==> src/rtl/io_input_capture.sv <==
// Input capture for the DMA input path. Synchronises and debounces the apply button,
// and queues one IO_in sample per debounced press in a first-word-fall-through queue.
module io_input_capture #(
    parameter int DATA_W          = 22,
    parameter int DEPTH_LOG2      = 6,
    parameter int DEBOUNCE_CYCLES = 4
) (
    input  logic                  clock,
    input  logic                  reset_n,
    input  logic [DATA_W-1:0]     IO_in,
    input  logic                  DMA_Apply_Btn,
    input  logic                  rd_en,
    output logic                  rd_valid,
    output logic [DATA_W-1:0]     rd_data,
    output logic [DEPTH_LOG2:0]   Input_Queue_Amount,
    output logic                  overflow,
    input  logic                  clr_overflow
);

    localparam int DEPTH = 2 ** DEPTH_LOG2;
    localparam int CNT_W = (DEBOUNCE_CYCLES > 1) ? $clog2(DEBOUNCE_CYCLES) : 1;
    localparam int PW    = DEPTH_LOG2;
    localparam int CW    = DEPTH_LOG2 + 1;

    localparam logic [CNT_W-1:0] CNT_MAX = CNT_W'(DEBOUNCE_CYCLES - 1);
    localparam logic [CNT_W-1:0] CNT_ONE = CNT_W'(1);
    localparam logic [PW-1:0]    PTR_ONE = PW'(1);
    localparam logic [CW-1:0]    CNT_Q_ONE = CW'(1);
    localparam logic [CW-1:0]    FULL_CNT  = CW'(DEPTH);

    logic              btn_meta_q, btn_s_q;
    logic [DATA_W-1:0] io_meta_q, io_s_q;
    logic [CNT_W-1:0]  cnt_q, cnt_d;
    logic              db_q, db_d;
    logic              db_prev_q;
    logic              push_q;

    logic [DATA_W-1:0] mem_q [DEPTH];
    logic [PW-1:0]     wr_ptr_q, wr_ptr_d;
    logic [PW-1:0]     rd_ptr_q, rd_ptr_d;
    logic [CW-1:0]     count_q, count_d;
    logic              rd_valid_q, rd_valid_d;
    logic [DATA_W-1:0] rd_data_q, rd_data_d;
    logic              overflow_q, overflow_d;

    logic              pop_s, full_s, push_ok_s, drop_s;

    // Two-stage synchronisers for the asynchronous button and switch/key bus
    always_ff @(posedge clock or negedge reset_n) begin
        if (!reset_n) begin
            btn_meta_q <= 1'b0;
            btn_s_q    <= 1'b0;
            io_meta_q  <= {DATA_W{1'b0}};
            io_s_q     <= {DATA_W{1'b0}};
        end else begin
            btn_meta_q <= DMA_Apply_Btn;
            btn_s_q    <= btn_meta_q;
            io_meta_q  <= IO_in;
            io_s_q     <= io_meta_q;
        end
    end

    // Debounce next state: the level is accepted only after DEBOUNCE_CYCLES stable disagreeing cycles
    always_comb begin
        cnt_d = cnt_q;
        db_d  = db_q;
        if (btn_s_q != db_q) begin
            if (cnt_q == CNT_MAX) begin
                db_d  = btn_s_q;
                cnt_d = {CNT_W{1'b0}};
            end else begin
                cnt_d = cnt_q + CNT_ONE;
            end
        end else begin
            cnt_d = {CNT_W{1'b0}};
        end
    end

    // Debounce state and registered rising-edge push strobe
    always_ff @(posedge clock or negedge reset_n) begin
        if (!reset_n) begin
            cnt_q     <= {CNT_W{1'b0}};
            db_q      <= 1'b0;
            db_prev_q <= 1'b0;
            push_q    <= 1'b0;
        end else begin
            cnt_q     <= cnt_d;
            db_q      <= db_d;
            db_prev_q <= db_q;
            push_q    <= db_q & ~db_prev_q;
        end
    end

    // Queue control; a pop frees the slot, so push into a full queue succeeds when paired with a pop
    always_comb begin
        pop_s     = rd_en & rd_valid_q;
        full_s    = (count_q == FULL_CNT);
        push_ok_s = push_q & (~full_s | pop_s);
        drop_s    = push_q & full_s & ~pop_s;

        wr_ptr_d  = push_ok_s ? (wr_ptr_q + PTR_ONE) : wr_ptr_q;
        rd_ptr_d  = pop_s ? (rd_ptr_q + PTR_ONE) : rd_ptr_q;

        case ({push_ok_s, pop_s})
            2'b10:   count_d = count_q + CNT_Q_ONE;
            2'b01:   count_d = count_q - CNT_Q_ONE;
            default: count_d = count_q;
        endcase

        rd_valid_d = (count_d != {CW{1'b0}});

        // Head is being written this cycle when the queue drains to exactly the incoming slot
        if (!rd_valid_d) begin
            rd_data_d = {DATA_W{1'b0}};
        end else if (push_ok_s && (wr_ptr_q == rd_ptr_d)) begin
            rd_data_d = io_s_q;
        end else begin
            rd_data_d = mem_q[rd_ptr_d];
        end

        if (drop_s) begin
            overflow_d = 1'b1;
        end else if (clr_overflow) begin
            overflow_d = 1'b0;
        end else begin
            overflow_d = overflow_q;
        end
    end

    // Queue storage; intentionally not reset
    always_ff @(posedge clock) begin
        if (push_ok_s) begin
            mem_q[wr_ptr_q] <= io_s_q;
        end
    end

    // Queue pointers, count and registered outputs
    always_ff @(posedge clock or negedge reset_n) begin
        if (!reset_n) begin
            wr_ptr_q   <= {PW{1'b0}};
            rd_ptr_q   <= {PW{1'b0}};
            count_q    <= {CW{1'b0}};
            rd_valid_q <= 1'b0;
            rd_data_q  <= {DATA_W{1'b0}};
            overflow_q <= 1'b0;
        end else begin
            wr_ptr_q   <= wr_ptr_d;
            rd_ptr_q   <= rd_ptr_d;
            count_q    <= count_d;
            rd_valid_q <= rd_valid_d;
            rd_data_q  <= rd_data_d;
            overflow_q <= overflow_d;
        end
    end

    assign rd_valid           = rd_valid_q;
    assign rd_data            = rd_data_q;
    assign Input_Queue_Amount = count_q;
    assign overflow           = overflow_q;

endmodule

==> config.mk <==
export PLATFORM = sky130hd
export DESIGN_NAME = io_input_capture
export DESIGN_NICKNAME = d
export VERILOG_FILES = /design/src/rtl/io_input_capture.sv
export SDC_FILE = /design/constraint.sdc
export NUM_CORES = 2
export LEC_CHECK = 0
export BUFFER_PORTS_ARGS = -buffer_cell sky130_fd_sc_hd__buf_4
export CAP_MARGIN = 15
export CORE_MARGIN = 2
export CORE_UTILIZATION = 35
export CTS_BUF_LIST = sky130_fd_sc_hd__clkbuf_2 sky130_fd_sc_hd__clkbuf_4 sky130_fd_sc_hd__clkbuf_8
export CTS_CLUSTER_DIAMETER = 30
export DETAILED_ROUTE_END_ITERATION = 12
export HOLD_SLACK_MARGIN = 0.1
export PLACE_DENSITY = 0.52
export SLEW_MARGIN = 20
export SYNTH_ARGS = -nofsm -noshare
export SYNTH_HDL_FRONTEND = slang
export SYNTH_SLANG_ARGS = --single-unit
==> constraint.sdc <==
create_clock -name clock -period 5.6 [get_ports clock]
set_clock_uncertainty 0.05 [all_clocks]
set_input_delay 0 -clock clock [delete_from_list [all_inputs] [get_ports clock]]
set_output_delay 0 -clock clock [all_outputs]
set_load 0.01 [all_outputs]
==> results by stage <==
Placement:
- During placement, the flow inserted port buffers numbering 57.
- Before CTS, the worst setup slack after placement is 0.671 ns.
- The placed wire-length estimate is 96500 microns.
- The instance area after placement is 63300 sq um.
- Routability-driven placement finished with a final weighted congestion of 0.817.
- The number of placed instances with taps included is 5800.

Yosys:
- The net count of the mapped netlist is 3661.
- The most common flop cell mapped by yosys is edfxtp_1.
- The share of synthesized area in the top cell type comes to 71.2%.
- After Yosys synthesis, full adders, half adders and majority gates account for 0.0842% of the synthesized area.
- The total of warnings raised by yosys is 0.
- The fraction of synthesized area in multiplexers is 9.37%.
- The number of flip-flops and latches in the synthesized netlist is 1502.
- After Yosys synthesis, and, or, nand and nor cells account for 5.99% of the synthesized area.
- The post-synthesis compound-gate area fraction is 7.36%.
- The mean area per synthesized cell is 16.4 sq um.
- Sorting the synthesized cells by area gives the leading types as edfxtp_1 (71%), mux2i_1 (5.7%), dfrtp_1 (4.0%).
- After synthesis, the netlist uses 68 different library cells.
- After synthesis, the largest family of logic cells by area is multiplexers.
- Of the total synthesized cell area, the portion taken by XOR and XNOR cells is 0.322%.
- The share of synthesized registers carrying an async set or reset is 6.26%.
- The cell area that synthesis handed to floorplanning was 59400 sq um.
- The largest total area in the synthesized netlist belongs to edfxtp_1.
- Sequential cells were found to cover 75.1% of the synthesized design area.
- The post-synthesis cell count is 3630.
- The count of flip-flops with a built-in enable after synthesis is 1408.

Pwr:
- The post-route total power is 37.1 mW.
- The power density over the cells is 520 nW/um^2.
- The leakage power summed over all cells is 24.2 nW.
- VDD sags by at most 473 uV.

Layout:
- The net count reported at finish is 4028.
- In the final layout, the multi-input gates occupy 14100 sq um.
- The library cell used most frequently in the layout, excluding fill and tap cells, is edfxtp_1.
- The share of layout cells above drive strength 1 is 23.8%.
- With fillers left out, the area of the finished cells amounts to 71400 sq um.
- The library cells used most frequently in the layout, excluding fill and tap cells, are edfxtp_1 (1408), nand2_1 (559), clkbuf_8 (352).
- From synthesis to final layout, the design area changed by 20.1%.
- Registers take 44700 sq um.
- The filler cells instantiated in the layout total 15100.
- Once layout is complete, the utilization of the core stands at 42.2%.
- The number of non-filler instances in the completed layout is 6461.

Floorplan:
- The initial core utilization is 35.1%.
- The die is 416 microns tall.
- The width of the die is 416 microns.
- The die outline area is 173000 sq um.
- The core region is 169000 sq um.
- Row generation in the floorplan step produced 151 rows.
- 58 I/O pins were placed.

Clocking:
- TritonCTS built the clock tree.
- Clock latency on the worst-skew pair, taken at its later pin, is 1.01 ns.
- Counting the buffers created by CTS gives 339.
- The number of levels in the clock H-tree is 5.
- The root buffer cell is clkbuf_8.
- The worst-case clock buffer depth is 4.
- After clock tree synthesis, the repair step resized 0 gates.
- After clock tree synthesis, the clock-pin slew on the worst setup and hold paths is 0.06 ns.
- The number of sinks on the clock net is 1502.

Global route:
- The number of antenna violations at the first check in global routing is 5.
- The total overflow left after global routing is 0.
- The first global-routing pass estimated 255000 microns of wire.
- For this run, the total global-route usage over all layers was measured as 20.5%.
- The largest net degree at the start of global routing is 88.
- The number of global-route vias before repair is 35200.

Routing:
- The number of remaining DRC errors is 0.
- After the first detailed-routing iteration, the DRC count stood at 3612.
- For this run, the detailed router's first-pass iteration total came to 7.
- The via count is 35400.
- The routed wire length is 179000 microns.
- The count of nets left with antenna violations after detail routing is 0.
- In the routed layout, each cell is associated on average with a via count of 5.48.
- The routed length per placed instance is 27.7 microns.

Critical path:
- The maximum fanout encountered on the critical timing path is 68.
- The worst setup path is launched from a flop.
- The endpoint type of the worst setup path is a flop.
- The start-to-end type of the worst setup path is reg2reg.
- STA puts the critical path data arrival time at 6.03 ns.
- The required time at the endpoint of the critical path is 6.49 ns.

STA:
- The relative max-transition margin is 23.6%.
- The post-layout minimum cycle time is 5.14 ns.
- Setup repair after global routing left no endpoint under its margin.
- The number of max-slew violations in the final report is 0.
- The period utilization is 91.8%.
- Setup slack on the critical path of the routed design comes to 0.461 ns.
- The maximum frequency from static timing analysis is 0.195 GHz.
- The tightest hold path in the finished design has a slack of 0.187 ns.
- Setup violations remaining at the end of the flow were counted as 0.
- The slew at the pin with the worst max-slew slack is 1.15 ns.
- The number of hold-slack violations in the final timing report is 0.
- After routing, the total negative slack on setup checks comes to 0 ns.

Worst hold path:
- The worst hold path belongs to the class in2reg.

Job:
- The max-cap violation count is 0.

Outcome:
- The flow ran to the end, and the final reports show no timing, DRC or antenna violations.
cell type report:
cell class	count	share of cell area (%)
Antenna cell	3	0.0105
Clock buffer	407	7.37
Clock inverter	177	2.95
Inverter	9	0.0684
Multi-Input combinational cell	1880	19.8
Sequential cell	1502	62.6
Tap cell	2218	3.89
Timing Repair Buffer	265	3.36
what timing repair did:
item                      4_1_cts  5_1_grt
hold endpoints to repair      137        0
hold buffers                   74        0
buffers inserted                0        0
power by group:
group	leakage (nW)	switching, mW	internal (mW)
Sequential	13.8	0.416	12.7
Clock	3.79	4.96	8.41
Combinational	6.65	7.06	3.59
Total	24.2	12.4	24.7
cell usage after synthesis, types with 10 or more instances:
cell	n
a211o_1	20
a21oi_1	46
a221o_1	19
a221oi_1	153
a22oi_1	40
a311o_1	19
a31o_2	38
a31oi_1	96
a32oi_1	31
and3_1	10
buf_1	19
buf_2	62
clkbuf_1	151
dfrtp_1	94
edfxtp_1	1408
mux2_2	40
mux2i_1	338
mux4_2	77
nand2_1	560
nand3_1	128
nand4_1	20
nor2_1	81
o211ai_1	22
o22ai_1	21
o41ai_1	19
xnor2_1	14
metal layers:
layer	routed length [microns]	up-vias	GRT usage, %
li1	-	15300	-
met1	77100	18500	28.2
met2	85000	1351	32.6
met3	11900	243	4.01
met4	4810	0	6.66
met5	0	-	0
worst max-delay path: stages, from the launching register on:
cell and delay (ns):
dfrtp_1 0.52, ha_4 0.78, nand3_1 0.14, and2_4 0.22, inv_6 0.49, nor2_4 0.23
buf_12 0.26, a221oi_1 1.00, o211ai_1 0.54, a21oi_1 0.62, a211o_1 0.17
final timing paths:
kind | slack [ns] | to | cells past startpoint | from
min in group asynchronous | 0.54 | wr_ptr_q[0] | 5 | reset_n
max in group asynchronous | 3.83 | io_s_q[19] | 5 | reset_n
min reg2reg | 0.29 | io_s_q[7] | 0 | io_meta_q[7]
max | 0.46 | rd_data[7] | 10 | rd_ptr_q[0]
min | 0.19 | io_meta_q[9] | 3 | IO_in[9]
max reg2reg | 0.46 | rd_data[7] | 10 | rd_ptr_q[0]
logic make-up after synthesis:
kind of cell | count (synthesis)
XOR/XNOR | 21
AND/OR/NAND/NOR | 841
multiplexers | 455
AO/OA/AOI/OAI | 559
flip-flops | 1502
buffers and inverters | 248
adder cells (fa/ha/maj) | 4
flip-flops by register name (all words and copies together) (netlist names):
signal / cells
wr_ptr_q: 6
Input_Queue_Amount: 7
rd_valid: 1
push_q: 1
overflow: 1
btn_meta_q: 1
db_prev_q: 1
rd_ptr_q: 6
mem_q: 1408
io_meta_q: 22
rd_data: 22
io_s_q: 22
btn_s_q: 1
cnt_q: 2
db_q: 1
No activity file was read; power rests on OpenSTA's default activity.
